**src/rtl/ft8_tone_scheduler.sv**
```systemverilog
// ---------------------------------------------------------------------------
// ft8_tone_scheduler
// Buffers 3-bit 8-FSK symbols from the FT8 modulator in a FIFO and replays
// them at a fixed symbol rate. Each tone is held for SYMBOL_CYCLES clocks and
// is presented to the NCO as a registered tuning word
// ftw = BASE_FTW + tone * TONE_STEP_FTW (wrapping modulo 2^FTW_W).
//
// Ports
//   clk, rst_n     : clock (rising edge), asynchronous active-low reset
//   symbol_in      : symbol from the modulator, written when symbol_valid
//   symbol_valid   : write strobe, one symbol per cycle
//   msg_complete   : end-of-message marker from the modulator
//   clr_flags      : synchronous clear of the overflow / underrun flags
//   ftw_out        : NCO tuning word (registered)
//   tone_idx       : tone currently transmitted
//   tone_strobe    : one-cycle pulse on the first cycle of every tone
//   tx_en          : high while a tone is being sent
//   tx_done        : one-cycle pulse after the last tone of a frame
//   overflow       : sticky, a write was attempted while the FIFO was full
//   underrun       : sticky, FIFO ran dry mid-frame without msg_complete
//   fifo_count     : current FIFO occupancy
// ---------------------------------------------------------------------------
module ft8_tone_scheduler #(
    parameter int               FIFO_DEPTH      = 128,
    parameter int               SYMBOLS_PER_MSG = 79,
    parameter int               SYMBOL_CYCLES   = 16,
    parameter int               FTW_W           = 32,
    parameter logic [FTW_W-1:0] BASE_FTW        = 32'h0100_0000,
    parameter logic [FTW_W-1:0] TONE_STEP_FTW   = 32'h0000_0100
) (
    input  logic                        clk,
    input  logic                        rst_n,
    input  logic [2:0]                  symbol_in,
    input  logic                        symbol_valid,
    input  logic                        msg_complete,
    input  logic                        clr_flags,
    output logic [FTW_W-1:0]            ftw_out,
    output logic [2:0]                  tone_idx,
    output logic                        tone_strobe,
    output logic                        tx_en,
    output logic                        tx_done,
    output logic                        overflow,
    output logic                        underrun,
    output logic [$clog2(FIFO_DEPTH):0] fifo_count
);

    localparam int PTR_W = $clog2(FIFO_DEPTH);
    localparam int CNT_W = PTR_W + 1;
    localparam int CYC_W = $clog2(SYMBOL_CYCLES);
    localparam int SYM_W = $clog2(SYMBOLS_PER_MSG + 1);

    localparam logic [CNT_W-1:0] CNT_ZERO_C = {CNT_W{1'b0}};
    localparam logic [CNT_W-1:0] CNT_ONE_C  = CNT_W'(1);
    localparam logic [CNT_W-1:0] DEPTH_C    = CNT_W'(FIFO_DEPTH);
    localparam logic [CNT_W-1:0] SPM_CNT_C  = CNT_W'(SYMBOLS_PER_MSG);
    localparam logic [CYC_W-1:0] CYC_LAST_C = CYC_W'(SYMBOL_CYCLES - 1);
    localparam logic [CYC_W-1:0] CYC_ZERO_C = {CYC_W{1'b0}};
    localparam logic [CYC_W-1:0] CYC_ONE_C  = CYC_W'(1);
    localparam logic [SYM_W-1:0] SPM_SYM_C  = SYM_W'(SYMBOLS_PER_MSG);
    localparam logic [SYM_W-1:0] SYM_ZERO_C = {SYM_W{1'b0}};
    localparam logic [SYM_W-1:0] SYM_ONE_C  = SYM_W'(1);
    localparam logic [PTR_W-1:0] PTR_ONE_C  = PTR_W'(1);

    typedef enum logic [1:0] {
        ST_IDLE = 2'd0,
        ST_TX   = 2'd1,
        ST_DONE = 2'd2
    } state_e;

    // Tuning word of a tone; the product and sum wrap modulo 2^FTW_W.
    function automatic logic [FTW_W-1:0] ftw_of(input logic [2:0] sym);
        ftw_of = BASE_FTW + (FTW_W'(sym) * TONE_STEP_FTW);
    endfunction

    state_e           state_q;
    logic [CNT_W-1:0] count_q, count_d;
    logic [PTR_W-1:0] rd_ptr_q, wr_ptr_q;
    logic [2:0]       mem_q [FIFO_DEPTH];
    logic             msg_seen_q, msg_seen_d;
    logic [CYC_W-1:0] cyc_cnt_q;
    logic [SYM_W-1:0] sym_cnt_q;

    logic       push_s, pop_s, ov_set_s;
    logic       start_s, end_frame_s, starve_s, next_s;
    logic [2:0] head_s;

    // A write at full is dropped even if a pop happens in the same cycle:
    // push/pop decisions look only at the registered count.
    assign push_s     = symbol_valid & (count_q != DEPTH_C);
    assign ov_set_s   = symbol_valid & (count_q == DEPTH_C);
    assign pop_s      = start_s | next_s;
    assign head_s     = mem_q[rd_ptr_q];
    assign fifo_count = count_q;

    // Frame sequencing decisions for the current cycle.
    always_comb begin
        start_s     = 1'b0;
        end_frame_s = 1'b0;
        starve_s    = 1'b0;
        next_s      = 1'b0;
        case (state_q)
            ST_IDLE: begin
                if ((count_q >= SPM_CNT_C) || (msg_seen_q && (count_q != CNT_ZERO_C))) begin
                    start_s = 1'b1;
                end else begin
                    start_s = 1'b0;
                end
            end
            ST_TX: begin
                if (cyc_cnt_q == CYC_LAST_C) begin
                    if (sym_cnt_q == SPM_SYM_C) begin
                        end_frame_s = 1'b1;
                    end else if ((count_q == CNT_ZERO_C) && msg_seen_q) begin
                        end_frame_s = 1'b1;
                    end else if (count_q == CNT_ZERO_C) begin
                        starve_s = 1'b1;
                    end else begin
                        next_s = 1'b1;
                    end
                end else begin
                    next_s = 1'b0;
                end
            end
            default: begin
                start_s = 1'b0;
            end
        endcase
    end

    // FIFO occupancy next state.
    always_comb begin
        case ({push_s, pop_s})
            2'b10:   count_d = count_q + CNT_ONE_C;
            2'b01:   count_d = count_q - CNT_ONE_C;
            default: count_d = count_q;
        endcase
    end

    // msg_complete always wins over the clear at frame start / DONE.
    always_comb begin
        if (msg_complete) begin
            msg_seen_d = 1'b1;
        end else if (start_s || (state_q == ST_DONE)) begin
            msg_seen_d = 1'b0;
        end else begin
            msg_seen_d = msg_seen_q;
        end
    end

    // Symbol storage; contents are don't-care after reset since pointers clear.
    always_ff @(posedge clk) begin
        if (push_s) begin
            mem_q[wr_ptr_q] <= symbol_in;
        end
    end

    // FIFO pointers, occupancy and end-of-message tracking.
    always_ff @(posedge clk or negedge rst_n) begin
        if (!rst_n) begin
            count_q    <= CNT_ZERO_C;
            rd_ptr_q   <= {PTR_W{1'b0}};
            wr_ptr_q   <= {PTR_W{1'b0}};
            msg_seen_q <= 1'b0;
        end else begin
            count_q    <= count_d;
            msg_seen_q <= msg_seen_d;
            if (push_s) begin
                wr_ptr_q <= wr_ptr_q + PTR_ONE_C;
            end
            if (pop_s) begin
                rd_ptr_q <= rd_ptr_q + PTR_ONE_C;
            end
        end
    end

    // Transmit FSM with registered NCO / status outputs.
    always_ff @(posedge clk or negedge rst_n) begin
        if (!rst_n) begin
            state_q     <= ST_IDLE;
            ftw_out     <= BASE_FTW;
            tone_idx    <= 3'd0;
            tone_strobe <= 1'b0;
            tx_en       <= 1'b0;
            tx_done     <= 1'b0;
            cyc_cnt_q   <= CYC_ZERO_C;
            sym_cnt_q   <= SYM_ZERO_C;
        end else begin
            tone_strobe <= 1'b0;
            tx_done     <= 1'b0;
            case (state_q)
                ST_IDLE: begin
                    if (start_s) begin
                        state_q     <= ST_TX;
                        tone_idx    <= head_s;
                        ftw_out     <= ftw_of(head_s);
                        tx_en       <= 1'b1;
                        tone_strobe <= 1'b1;
                        sym_cnt_q   <= SYM_ONE_C;
                        cyc_cnt_q   <= CYC_ZERO_C;
                    end
                end
                ST_TX: begin
                    if (end_frame_s) begin
                        state_q  <= ST_DONE;
                        tx_en    <= 1'b0;
                        ftw_out  <= BASE_FTW;
                        tone_idx <= 3'd0;
                        tx_done  <= 1'b1;
                    end else if (starve_s) begin
                        // Aborted frame: no tx_done, the underrun flag reports it.
                        state_q <= ST_IDLE;
                        tx_en   <= 1'b0;
                        ftw_out <= BASE_FTW;
                    end else if (next_s) begin
                        tone_idx    <= head_s;
                        ftw_out     <= ftw_of(head_s);
                        tone_strobe <= 1'b1;
                        sym_cnt_q   <= sym_cnt_q + SYM_ONE_C;
                        cyc_cnt_q   <= CYC_ZERO_C;
                    end else begin
                        cyc_cnt_q <= cyc_cnt_q + CYC_ONE_C;
                    end
                end
                ST_DONE: begin
                    state_q <= ST_IDLE;
                end
                default: begin
                    state_q <= ST_IDLE;
                end
            endcase
        end
    end

    // Sticky error flags; a set condition beats clr_flags in the same cycle.
    always_ff @(posedge clk or negedge rst_n) begin
        if (!rst_n) begin
            overflow <= 1'b0;
            underrun <= 1'b0;
        end else begin
            if (ov_set_s) begin
                overflow <= 1'b1;
            end else if (clr_flags) begin
                overflow <= 1'b0;
            end
            if (starve_s) begin
                underrun <= 1'b1;
            end else if (clr_flags) begin
                underrun <= 1'b0;
            end
        end
    end

endmodule

```
**config.mk**
```make
export PLATFORM = sky130hd
export DESIGN_NAME = ft8_tone_scheduler
export DESIGN_NICKNAME = d
export VERILOG_FILES = /design/src/rtl/ft8_tone_scheduler.sv
export SDC_FILE = /design/constraint.sdc
export NUM_CORES = 1
export LEC_CHECK = 0
export CORE_ASPECT_RATIO = 1.2
export CORE_MARGIN = 3
export CORE_UTILIZATION = 60
export DETAILED_ROUTE_END_ITERATION = 7
export PLACE_DENSITY = 0.79
export SLEW_MARGIN = 20
export SYNTH_ARGS = -nofsm -noshare
export SYNTH_HDL_FRONTEND = slang
export SYNTH_SLANG_ARGS = --single-unit
```
**constraint.sdc**
```tcl
create_clock -name clk -period 5 [get_ports clk]
set_input_delay 0.5 -clock clk [delete_from_list [all_inputs] [get_ports clk]]
set_output_delay 0.5 -clock clk [all_outputs]
set_load 0.01 [all_outputs]
```
==> impl_summary.txt <==
----------------------------------------------------
[Clocking]
  # resized after CTS ... 0
  Buffers inserted during post-CTS setup optimization ... 0
  Number of sinks on the clock net ... between 400 and 500
  Clock latency on the worst-skew pair ... approximately 0.55 ns
  Clock transition time at the flip-flop clock pins of the worst setup and hold paths ... 0.06 ns
  CTS H-Tree Depth ... 2
  Number of buffers inserted by hold repair at cts ... 0
  TritonCTS Buffers ... 40
  TritonCTS clock tree ... built
  Maximum buffer depth of the clock tree ... 3
  Root Buffer ... sky130_fd_sc_hd__clkbuf_16

[Placement]
  Placed cell areas ... 18400 um2
  Detailed-placement wirelength estimate ... between 20000 and 25000 um
  Gpl congestion ... around 0.86
  IO Port Bufs ... 26
  Setup slack at placement ... about 0.75 ns
  # placed instances ... ~1500

[Timing]
  # setup viols final ... 0
  Final Hold Slack ... -0.0336 ns
  RSZ-0062 raised after global routing ... false
  Final hold violation count ... 47
  Max-slew headroom ... around a quarter
  Worst setup margin ... 0.706 ns
  Final TNS setup ... 0 ns
  Worst clock skew ... between 0.02 and 0.03 ns
  Clock period minus final worst setup slack ... 4.29 ns
  Post-route clock period utilization ... 85.9%
  Count of pins over their slew limit ... 0
  Transition time of the tightest slew-check pin ... between 1 and 1.5 ns
  FMAX ... roughly 230 MHz

[Pwr]
  Largest vdd supply drop ... 0.302 mV
  Total leakage power ... 0.00652 uW
  PwrDens ... 509 nW/um2

[Routing]
  Pre-Repair DR Iteration Count ... 5
  Post-DRT Antenna Nets ... 0
  Detailed-route via count ... 9812
  Number of vias per cell ... 6.40
  Starting DRT DRC Count ... 1239
  Average wire length per cell after detail routing ... 25.1 um
  Detailed-route wire length ... 38400 um
  Residual DRC ... 0

[Critical path]
  Critical Path Start Type ... register
  Signal arrival time at the worst endpoint ... 4.75 ns
  Maximum fanout along the worst path ... 10
  Worst Setup Path Type ... reg -> reg
  Setup slack of the worst register-to-register path ... 0.71 ns
  Sort of element at the end of the critical path ... register
  WP data required ... 5.46 ns

[Logic synthesis]
  Avg Cell Area, Syn ... 16.6 um2
  Top post-synthesis cells by area ... sky130_fd_sc_hd__edfxtp_1 64%, sky130_fd_sc_hd__mux4_2 9.8%, sky130_fd_sc_hd__dfrtp_1 6.6%
  Most frequently used cell type in the post-synthesis netlist ... sky130_fd_sc_hd__edfxtp_1
  Mapped Cells ... approximately 1100
  Fraction of synthesis flops using an asynchronous set or reset pin ... between 10 and 15%
  Synth top cells by count ... 384 x sky130_fd_sc_hd__edfxtp_1, 161 x sky130_fd_sc_hd__nor2_1, 78 x sky130_fd_sc_hd__mux4_2
  Most instantiated flip-flop cell in the synthesis netlist ... sky130_fd_sc_hd__edfxtp_1
  Number of register bits inferred by synthesis ... about 430
  Sequential-to-total area share from yosys stat ... approximately 71%
  Post-Synthesis Cell Area ... 17900 um2
  Number of synthesized flops with an enable pin ... 384
  Number of distinct library cell variants in the gate-level netlist after synthesis ... 61
  Dominant cell type by area after synthesis ... sky130_fd_sc_hd__edfxtp_1
  Area share of the largest cell type after synthesis ... 64.3%
  YS warnings ... 0

[Cells and area]
  Share of layout cells above drive strength 1 ... 14.6%
  Antenna diode instance count ... 0
  Fin cells ... 1533
  Area delta synth->final ... 10.0%
  Fin nets ... about 1100
  Summed area of non-filler cells in the final layout ... a little under 20000 um2

[Floorplanning]
  Placeable core area ... 29100 um2
  Number of standard-cell rows in the floorplan ... 68
  Horizontal extent of the die ... about 160 um
  Ports ... 56
  Effective utilization at floorplan ... between 60% and 70%
  Chip height ... 195 um
  Die area ... roughly 32000 um2

[Status]
  Violated checks ... negative hold slack
  Run status ... finished with violations

[Global routing]
  GR Overflow Total ... 0
  Overall Global Routing Usage ... between 20% and 30%
  First-pass GRT wire length ... 59600 um
  Number of antenna violations at the first check in global routing ... 0
  Maximum number of pins on one net before global-route repair ... 93
  Vias in the first global route ... 10020

[Min path]
  Type of the worst min-delay path ... in -> async

[Flow run]
  Maximum Capacitance Violations ... 0

----------------------------------------------------
==> registers in the layout, summed over array words and instances (netlist names) <==
name,flops
fifo_count,8
tx_en,1
underrun,1
state_q,2
overflow,1
tone_idx,3
wr_ptr_q,7
rd_ptr_q,7
msg_seen_q,1
mem_q,384
tone_strobe,1
ftw_out,3
cyc_cnt_q,4
sym_cnt_q,7
tx_done,1
==> path summary, 6_finish.rpt <==
path | start | endpoint | depth (start not counted)
hold reg to reg | ftw_out[9]$_DFFE_PN0P_ | ftw_out[9]$_DFFE_PN0P_ | 2
setup / recovery | fifo_count[0]$_DFFE_PN0P_ | fifo_count[7]$_DFFE_PN0P_ | 16
setup reg to reg | fifo_count[0]$_DFFE_PN0P_ | fifo_count[7]$_DFFE_PN0P_ | 16
min in group clk | symbol_in[0] | mem_q[26][0]$_DFFE_PP_ | 1
hold / removal | rst_n | fifo_count[0]$_DFFE_PN0P_ | 1
max in group asynchronous | rst_n | rd_ptr_q[1]$_DFFE_PN0P_ | 1
==> report_power, final <==
| part | internal (uW) | total, uW | switching, uW |
|---|---|---|---|
| Combinational | 1170 | 2500 | 1330 |
| Sequential | 4110 | 4510 | 397 |
| Clock | 1770 | 3030 | 1260 |
==> kinds of logic after synthesis <==
logic type | Yosys count | synth area share [%]
muxes | 143 | 13.4
DFF | 431 | 70.9
buffers and inverters | 90 | 3.00
and+or+nand+nor | 295 | 7.32
adders and majority gates | 12 | 0.879
xor gates and xnor gates | 25 | 1.22
other | 2 | 0.0419
AOI/OAI and AO/OA | 85 | 3.23
==> layout by cell type, fill, tap and decap left out, types with 6 or more instances in the layout <==
cell                                n
sky130_fd_sc_hd__mux2i_1           62
sky130_fd_sc_hd__o21ai_0           17
sky130_fd_sc_hd__nor2_1           161
sky130_fd_sc_hd__clkbuf_1          12
sky130_fd_sc_hd__nand4_1            6
sky130_fd_sc_hd__o22ai_1           18
sky130_fd_sc_hd__xnor2_1           12
sky130_fd_sc_hd__nand3b_1           7
sky130_fd_sc_hd__a211oi_1          11
sky130_fd_sc_hd__nand2b_1           6
sky130_fd_sc_hd__conb_1            29
sky130_fd_sc_hd__nand2_1           53
sky130_fd_sc_hd__edfxtp_1         384
sky130_fd_sc_hd__nor2b_1           15
sky130_fd_sc_hd__clkdlybuf4s50_1   22
sky130_fd_sc_hd__mux4_2            78
sky130_fd_sc_hd__nor3_1             8
sky130_fd_sc_hd__clkbuf_16         41
sky130_fd_sc_hd__dfrtp_1           44
sky130_fd_sc_hd__inv_1              9
sky130_fd_sc_hd__a21oi_1            8
sky130_fd_sc_hd__clkinv_2           6
sky130_fd_sc_hd__xor2_1            13
sky130_fd_sc_hd__buf_4             22
sky130_fd_sc_hd__nand3_1           16
sky130_fd_sc_hd__ha_1              11
==> metal layers <==
metal	up-vias	wire [um]	track usage, %	part of all wire, %
li1	4186	-	-	-
met2	602	19100	40.2	50
met3	136	3480	4.56	9.1
met4	0	1740	9.68	4.5
met1	4888	14100	33.9	37
met5	-	0	0	0
==> layout make-up <==
cell class              count  area, um2
repair buffers             45        405
clock inverters            20        234
well taps                 385        482
multi-input cells         589       4790
flip-flops and latches    431      12700
inverters                  10       37.5
clock buffers              53       1070
fillers                  1806       9360
==> per-stage QoR <==
| stage | total power [uW] | util, % |
|---|---|---|
| after global routing | 10400 | 67.8 |
| after CTS | 10100 | 67.8 |
| after global placement | 7000 | 63.3 |
| after detailed placement | 7050 | 63.3 |
| after floorplan | 6260 | - |
| final | 10000 | 67.8 |
==> worst max-delay path: stages (launching register included) <==
cell and delay [ns]:
sky130_fd_sc_hd__dfrtp_1 0.44, sky130_fd_sc_hd__nor4_1 0.39, sky130_fd_sc_hd__nand2_1 0.20, sky130_fd_sc_hd__a211oi_1 0.34
sky130_fd_sc_hd__nor3_1 0.08, sky130_fd_sc_hd__buf_4 0.17, sky130_fd_sc_hd__nor2_1 0.35, sky130_fd_sc_hd__inv_2 0.21
sky130_fd_sc_hd__ha_1 0.35, sky130_fd_sc_hd__ha_1 0.32, sky130_fd_sc_hd__a21o_1 0.18, sky130_fd_sc_hd__a21oi_1 0.21
sky130_fd_sc_hd__nor2b_1 0.08, sky130_fd_sc_hd__o21a_1 0.18, sky130_fd_sc_hd__o41ai_1 0.30, sky130_fd_sc_hd__mux2i_1 0.27
sky130_fd_sc_hd__xnor2_1 0.14
Power figures use the tool's default switching activity.
